===== src/rtl/adc_scan_sequencer.sv =====
// Rate-tick driven multi-channel ADC scan over one SPI master; results are channel-tagged into a FWFT FIFO.
// Optional SPI watchdog in WAIT is enabled by defining SPI_TIMEOUT_EN.
module adc_scan_sequencer #(
    parameter int         NUM_CH      = 4,
    parameter int         DIV_W       = 16,
    parameter int         FIFO_ABITS  = 6,
    parameter logic [6:0] CMD_HI      = 7'b0001100,
    parameter logic [6:0] CMD_LO      = 7'b1000000,
    parameter int         TIMEOUT_CYC = 255
) (
    input  logic              i_clock,
    input  logic              i_reset,
    input  logic              i_enable,
    input  logic [DIV_W-1:0]  i_rate_div,
    input  logic [NUM_CH-1:0] i_ch_mask,
    input  logic              i_stat_clr,
    output logic              o_spi_ena,
    output logic [15:0]       o_spi_cmd,
    input  logic              i_spi_fin,
    input  logic [15:0]       i_spi_data,
    output logic              o_out_valid,
    input  logic              i_out_ready,
    output logic [15:0]       o_out_data,
    output logic [1:0]        o_out_ch,
    output logic              o_busy,
    output logic              o_overrun,
    output logic [7:0]        o_drop_cnt,
    output logic [7:0]        o_miss_cnt
);

    localparam int DEPTH = 1 << FIFO_ABITS;

    typedef enum logic [2:0] {S_IDLE, S_SEL, S_START, S_WAIT, S_STORE} state_t;

    state_t                r_state;
    logic [DIV_W-1:0]      r_div_cnt;
    logic [NUM_CH-1:0]     r_mask;
    logic [1:0]            r_ch;
    logic [15:0]           r_data;
    logic                  r_spi_ena;
    logic [15:0]           r_spi_cmd;
    logic                  r_overrun;
    logic [7:0]            r_drop_cnt;
    logic [7:0]            r_miss_cnt;
    logic [17:0]           r_mem [DEPTH];
    logic [FIFO_ABITS-1:0] r_wp;
    logic [FIFO_ABITS-1:0] r_rp;
    logic [FIFO_ABITS:0]   r_fcnt;

    logic                  w_tick;
    logic [1:0]            w_next_ch;
    logic [NUM_CH-1:0]     w_mask_rest;
    logic                  w_push;
    logic                  w_pop;
    logic                  w_full;
    logic                  w_wr;
    logic                  w_drop;
    logic [17:0]           w_head;

    function automatic logic [1:0] f_lowest(input logic [NUM_CH-1:0] m);
        f_lowest = 2'd0;
        for (int i = NUM_CH - 1; i >= 0; i--) begin
            if (m[i]) f_lowest = 2'(i);
        end
    endfunction

    // >= rather than == so a shrinking rate_div cannot strand the counter above it
    assign w_tick      = i_enable && (r_div_cnt >= i_rate_div);
    assign w_next_ch   = f_lowest(r_mask);
    assign w_mask_rest = r_mask & (r_mask - NUM_CH'(1));

    always_ff @(posedge i_clock) begin
        if (i_reset || !i_enable || w_tick) r_div_cnt <= '0;
        else                                r_div_cnt <= r_div_cnt + DIV_W'(1);
    end

`ifdef SPI_TIMEOUT_EN
    localparam int TO_W = $clog2(TIMEOUT_CYC + 1);
    logic [TO_W-1:0] r_to_cnt;
`else
    logic w_unused_timeout;
    assign w_unused_timeout = (TIMEOUT_CYC != 0);
`endif

    always_ff @(posedge i_clock) begin
        if (i_reset) begin
            r_state   <= S_IDLE;
            r_mask    <= '0;
            r_ch      <= 2'd0;
            r_data    <= 16'h0;
            r_spi_ena <= 1'b0;
            r_spi_cmd <= 16'h0;
`ifdef SPI_TIMEOUT_EN
            r_to_cnt  <= '0;
`endif
        end else begin
            r_spi_ena <= 1'b0;
            case (r_state)
                S_IDLE: begin
                    if (w_tick && (i_ch_mask != '0)) begin
                        r_mask  <= i_ch_mask;
                        r_state <= S_SEL;
                    end
                end
                S_SEL: begin
                    r_ch      <= w_next_ch;
                    r_mask    <= w_mask_rest;
                    r_spi_ena <= 1'b1;
                    r_spi_cmd <= {CMD_HI, w_next_ch, CMD_LO};
                    r_state   <= S_START;
                end
                S_START: begin
`ifdef SPI_TIMEOUT_EN
                    r_to_cnt <= '0;
`endif
                    r_state  <= S_WAIT;
                end
                S_WAIT: begin
                    if (i_spi_fin) begin
                        r_data  <= i_spi_data;
                        r_state <= S_STORE;
                    end
`ifdef SPI_TIMEOUT_EN
                    else if (r_to_cnt == TO_W'(TIMEOUT_CYC - 1)) begin
                        r_data  <= 16'hFFFF;
                        r_state <= S_STORE;
                    end else begin
                        r_to_cnt <= r_to_cnt + TO_W'(1);
                    end
`endif
                end
                S_STORE: begin
                    // a falling enable lets the in-flight sample land, then stops the scan
                    if (i_enable && (r_mask != '0)) begin
                        r_ch      <= w_next_ch;
                        r_mask    <= w_mask_rest;
                        r_spi_ena <= 1'b1;
                        r_spi_cmd <= {CMD_HI, w_next_ch, CMD_LO};
                        r_state   <= S_START;
                    end else begin
                        r_state   <= S_IDLE;
                    end
                end
                default: r_state <= S_IDLE;
            endcase
        end
    end

    assign o_out_valid = (r_fcnt != '0);
    assign w_push      = (r_state == S_STORE);
    assign w_pop       = o_out_valid && i_out_ready;
    assign w_full      = (r_fcnt == (FIFO_ABITS + 1)'(DEPTH));
    assign w_wr        = w_push && (!w_full || w_pop);
    assign w_drop      = w_push && w_full && !w_pop;
    assign w_head      = r_mem[r_rp];

    always_ff @(posedge i_clock) begin
        if (w_wr) r_mem[r_wp] <= {r_ch, r_data};
    end

    always_ff @(posedge i_clock) begin
        if (i_reset) begin
            r_wp   <= '0;
            r_rp   <= '0;
            r_fcnt <= '0;
        end else begin
            if (w_wr)  r_wp <= r_wp + FIFO_ABITS'(1);
            if (w_pop) r_rp <= r_rp + FIFO_ABITS'(1);
            case ({w_wr, w_pop})
                2'b10:   r_fcnt <= r_fcnt + (FIFO_ABITS + 1)'(1);
                2'b01:   r_fcnt <= r_fcnt - (FIFO_ABITS + 1)'(1);
                default: r_fcnt <= r_fcnt;
            endcase
        end
    end

    // clear takes priority over a coincident drop or miss
    always_ff @(posedge i_clock) begin
        if (i_reset || i_stat_clr) begin
            r_overrun  <= 1'b0;
            r_drop_cnt <= 8'd0;
            r_miss_cnt <= 8'd0;
        end else begin
            if (w_drop) begin
                r_overrun <= 1'b1;
                if (r_drop_cnt != 8'hFF) r_drop_cnt <= r_drop_cnt + 8'd1;
            end
            if (w_tick && (r_state != S_IDLE) && (r_miss_cnt != 8'hFF))
                r_miss_cnt <= r_miss_cnt + 8'd1;
        end
    end

    assign o_spi_ena  = r_spi_ena;
    assign o_spi_cmd  = r_spi_cmd;
    assign o_out_data = o_out_valid ? w_head[15:0]  : 16'h0;
    assign o_out_ch   = o_out_valid ? w_head[17:16] : 2'd0;
    assign o_busy     = (r_state != S_IDLE);
    assign o_overrun  = r_overrun;
    assign o_drop_cnt = r_drop_cnt;
    assign o_miss_cnt = r_miss_cnt;

endmodule


===== config.mk =====
export PLATFORM = sky130hd
export DESIGN_NAME = adc_scan_sequencer
export DESIGN_NICKNAME = d
export VERILOG_FILES = /design/src/rtl/adc_scan_sequencer.sv
export SDC_FILE = /design/constraint.sdc
export NUM_CORES = 1
export LEC_CHECK = 0
export BUFFER_PORTS_ARGS = -buffer_cell sky130_fd_sc_hd__buf_2
export CORE_MARGIN = 2
export CORE_UTILIZATION = 35
export DETAILED_ROUTE_END_ITERATION = 8
export HOLD_SLACK_MARGIN = 0.15
export PLACE_DENSITY_LB_ADDON = 0.2
export SYNTH_ARGS = -nofsm -noshare
export SYNTH_HDL_FRONTEND = slang
export SYNTH_SLANG_ARGS = --single-unit

===== constraint.sdc =====
create_clock -name i_clock -period 8.9 [get_ports i_clock]
set_input_delay 1.335 -clock i_clock [delete_from_list [all_inputs] [get_ports i_clock]]
set_output_delay 1.335 -clock i_clock [all_outputs]
set_load 0.01 [all_outputs]

# --- Yosys cells after proc, flatten, opt, wreduce, memory -nomap -nowiden ---
# Memory sizes are Yosys's and may differ from the RTL's. A register that Yosys moved wholly into a read port is not among the register bits.
# Cells that the tools add are included.
classes:
  bitwise: 1
  n_eq_ne: 12
  n_addsub: 8
  order_cmp: 1
  n_reduce_logical: 29
  n_mux: 24
op_table:
  columns: ["operator", "count"]
  rows:
  - ["16-bit two-way mux", 2]
  - ["16-bit case mux with 2 select lines", 1]
  - ["16-bit by 1-bit adder with 16-bit output (second input constant)", 1]
  - ["8-bit by 1-bit adder with 8-bit output (second input constant)", 2]
  - ["16-bit greater-or-equal comparator", 1]
  - ["8-bit inequality test (second input constant)", 2]
  - ["3-bit case mux with 5 select lines", 1]
  - ["2-bit two-way mux", 7]
  - ["7-bit case mux with 2 select lines", 1]
  - ["6-bit by 1-bit adder with 6-bit output (second input constant)", 2]
  - ["6-bit two-way mux", 2]
  - ["4-bit case mux with 3 select lines", 1]
  - ["1-bit logical AND", 9]
  - ["4-bit two-way mux", 2]
  - ["2-bit AND reduction", 4]
  - ["4-bit nonzero test", 2]
  - ["7-bit by 1-bit adder with 7-bit output (second input constant)", 1]
  - ["7-bit equality test (second input constant)", 1]
  - ["7-bit nonzero test", 1]
  - ["7-bit by 1-bit subtractor with 7-bit output (second input constant)", 1]
  - ["3-bit by 2-bit equality test with 1-bit output (second input constant)", 2]
  - ["3-bit two-way mux", 2]
  - ["3-bit nonzero test", 2]
  - ["4-bit bitwise AND", 1]
  - ["15 further kinds", 24]
word_totals:
  regBits: 94
  ramBits: 1152
  word_cells: 89
  output_inout_bits: 54
  inputBits: 42
  memories: 1
mem_list:
  columns: ["memory", "words", "word_bits", "read_ports", "rd_clocked_by_memory_dff", "write_ports", "line_no", "rtl"]
  rows:
  - ["r_mem", 64, 18, 1, 1, 1, "45", "logic [17:0] r_mem [DEPTH];"]

# --- Longest topological paths before layout ---
logic_depth:
  ltp_word: 6
  depth_mapped: 12
  ltp_nobuf: 11

# --- Worst setup path after synthesis ---
# No wires, ideal clock.
synth_path:
  path_type: "input port to flip-flop"
  startpoint: "in i_out_ready"
  endpoint: "reg r_fcnt[6]"
  arrival_ps: 3280
  n_path_buf: 0
  slack_ps: 5489
  required_time_ps: 8769
  setup_ps: 131
  stages: 11
  path_cell_list: "inv_1 a31oi_2 nand2_1 inv_1 ha_1 nor2b_1 o31a_1 o21ai_0 nand4_1 a31oi_1 a21oi_1"
synth_between:
  elab_chain_cells: 5
  word_cells_on_any_way: 7
  classes_between: "2 x eq/ne; 1 x mux; 4 x reduce/logical"
synth_rtl:
  columns: ["item", "line_no", "rtl"]
  rows:
  - ["start: declaration", "22", "input logic i_out_ready,"]
  - ["1-bit logical AND (*)", "151", "assign w_pop = o_out_valid && i_out_ready;"]
  - ["1-bit logical OR", "153", "assign w_wr = w_push && (!w_full || w_pop);"]
  - ["1-bit logical AND", "153", null]
  - ["2-bit by 1-bit equality test with 1-bit output / 2-bit equality test (equally long branches)", "169", "case ({w_wr, w_pop})"]
  - ["7-bit case mux with 2 select lines / 2-bit nonzero test (equally long branches)", null, null]
  - ["end signal: assignment", "170", "2'b10: r_fcnt <= r_fcnt + (FIFO_ABITS + 1)'(1);"]
  - ["end signal: assignment", "171", "2'b01: r_fcnt <= r_fcnt - (FIFO_ABITS + 1)'(1);"]
  - ["end signal: assignment", "172", "default: r_fcnt <= r_fcnt;"]
  - ["end: declaration", "48", "logic [FIFO_ABITS:0] r_fcnt;"]
# Mark *: on every way between the ends. The rest lies on a longest branch, timed or not.
# A chain may end at the register's enable or synchronous reset.

==> metrics.csv <==
metric;value;unit
synth_xor_area_frac;0.005678;
dieArea;0.1396;mm^2
detail_route.wl_per_cell;27.50;um
setup_viol;0;
totalNegativeSetupSlack;0;ps
finalCritPeriodShare;0.6464;
grt_pass1_vias;25100;
yosysSeqAreaShare;0.7590;
cts_buffer_depth;3;
via_per_inst;5.414;
powerDensity;236.0;mW/mm^2
clk_latency;770;ps
cp-end-kind;output pin;
first_pass_iters;5;
rsz0062_at_grt;false;
syn_area_per_cell;19.83;um^2
pre_cts_ws;3821;ps
maxCapViolCount;0;
r2r-end;r_mem[30][1];
max_freq;173.8;MHz
ys.flop_type;edfxtp_1;
cts_sinks;1237;
root_buffer;clkbuf_16;
r2r_setup_slack;5260;ps
critPathLaunchType;flip-flop;
grtUsageTotal;0.1762;
hold_path.class;flip-flop to flip-flop;
synth-seq-cells;1237;
cp_max_fo;56;
synth_cell_types;59;
min_period;5753;ps
drv_slew;0;
critPathKind;flip-flop to output pin;
nNetsFinal;2673;
grt_pass1_wl;177900;um
crit-reg2reg-launch;r_state[2];
cts-hold-fix-buffers;0;
syn_area;0.04782;mm^2
synth-simple-area-share;0.03571;
synth_top_family_by_area;multiplexers;
required;7570;ps
dieWidth;373.6;um
relSlewSlack;0.08146;
routabilityCongestion;0.7696;
grt_max_degree;101;
port_buffers;84;
yosysWarnings;0;
wl;123500;um
synth_edf_count;1152;
synthCells;2412;
synth.area.mux_share;0.1370;
outcome;completed;
ir_drop;0.0001363;V
power.leakage;18.60;nW
vias;24320;
core;0.1355;mm^2
cts_setup_buffers;0;
critPathCapture;o_out_data[1];
yosys.area.top_type;edfxtp_1;
tightest_slew;1376;ps
layout_setup_ws;3147;ps
clock_skew;39.81;ps
antenna_left;0;
cp.arrival;4420;ps
ctsResizeCount;0;
initial_core_util;0.3530;
htree_num_levels;4;
rows;135;
path_clk_slew;60;ps
drive_gt1_frac;0.2693;
drtIter0Drc;2399;
hold_path_depth;2;
numCtsBuffers;136;
synth_area_leaders;edfxtp_1 (72%), mux4_2 (14%), dfxtp_1 (3.6%);
antenna_found_initial;8;
worstRegToRegCells;5;
die_h;373.6;um
synth.top_cell.area_share;0.7234;
cts_tree;done;
dp_hpwl;71070;um
drcViolationCount;0;
grt_overflow;0;
async_reset_ff_frac;0;
hold_viol_final;0;
synth-compound-area-share;0.03972;
yosys.area_share.adder;0.007221;
layout_commonest_cell;edfxtp_1;
num_io_pins;96;
syn_to_final_growth;15.22;%
mostFrequentLayoutCells;edfxtp_1 (1152), mux4_2 (288), clkbuf_16 (140), nand2_1 (111), a22oi_1 (97);
## metrics by stage
stage	total power, mW	instance area [um^2]	util	hold WS [ps]	instances
floorplan	7.344	47860	-	429.7	2422
detailed placement	7.776	50840	0.3753	446.4	4247
finish	13.00	55100	0.4067	452.6	4491
CTS	13.16	55090	0.4067	455.8	4488
global route	13.46	55090	0.4067	473.6	4489
global placement	7.770	50840	0.3753	434.6	4247
## state kept, by name, summed over array words and instances (netlist names), named ones only
name	flops
r_ch	1
o_spi_cmd	2
r_mask	4
r_state	3
r_mem	1152
r_wp	6
o_miss_cnt	8
r_fcnt	7
r_div_cnt	16
r_data	16
o_drop_cnt	8
o_overrun	1
o_spi_ena	1
r_rp	6
## critical path, cell delays in order (launching register included)
cell and delay (ps):
dfxtp_4 840, buf_4 850, mux4_2 370, o22ai_1 100, nor3_1 750, a22oi_1 210
nand2_1 270, buf_2 190
## layer usage
layer  wire length (um)  part of all wire  GRT usage
met1              53520              0.43     0.2432
met4               2888             0.023    0.05362
met5                 21           0.00017          0
met3               7544             0.061    0.03337
met2              59510              0.48     0.2836
## cells by family after synthesis
family,Yosys count
other cells,1
buf+inv,167
simple gates,373
fa+ha+maj,27
xor+xnor,31
mux,294
compound gates,282
flops,1237
## report_power, final
part / switching [mW] / leakage, nW / internal (mW) / total [mW]
Combinational: 0.766 / 4.05 / 0.543 / 1.31
Clock: 2.29 / 2.06 / 3.08 / 5.37
Sequential: 0.0496 / 12.5 / 6.27 / 6.32
Total: 3.11 / 18.6 / 9.89 / 13.0
## how the worst min path moves through the flow
stage                            start      endpoint  slack [ps]
after floorplan           r_div_cnt[0]  r_div_cnt[0]         430
after global placement       o_overrun     o_overrun         430
after detailed placement     o_overrun     o_overrun         450
after CTS                    o_overrun     o_overrun         460
after global routing         r_data[8]     r_data[8]         470
final                        r_data[2]     r_data[2]         450
## synth_stat cells (19+ instances only)
master	number
nor2_1	134
a21oi_1	50
nand2_1	111
edfxtp_1	1152
nand3_1	19
clkbuf_1	62
o21ai_0	27
inv_1	32
dfxtp_1	85
a22oi_1	97
buf_2	37
nor3_1	39
o22ai_1	61
mux4_2	288
ha_1	26
## layout make-up
type / count / area, um^2
diodes: 3 / 7.507
clock buffers: 178 / 3686
clock inverters: 63 / 565.5
fillers: 11990 / 80370
inverters: 32 / 120.1
multi-input cells: 1018 / 10970
flip-flops and latches: 1237 / 36330
well taps: 1781 / 2228
repair buffers: 179 / 1196
(Power assumes the default switching activity.)
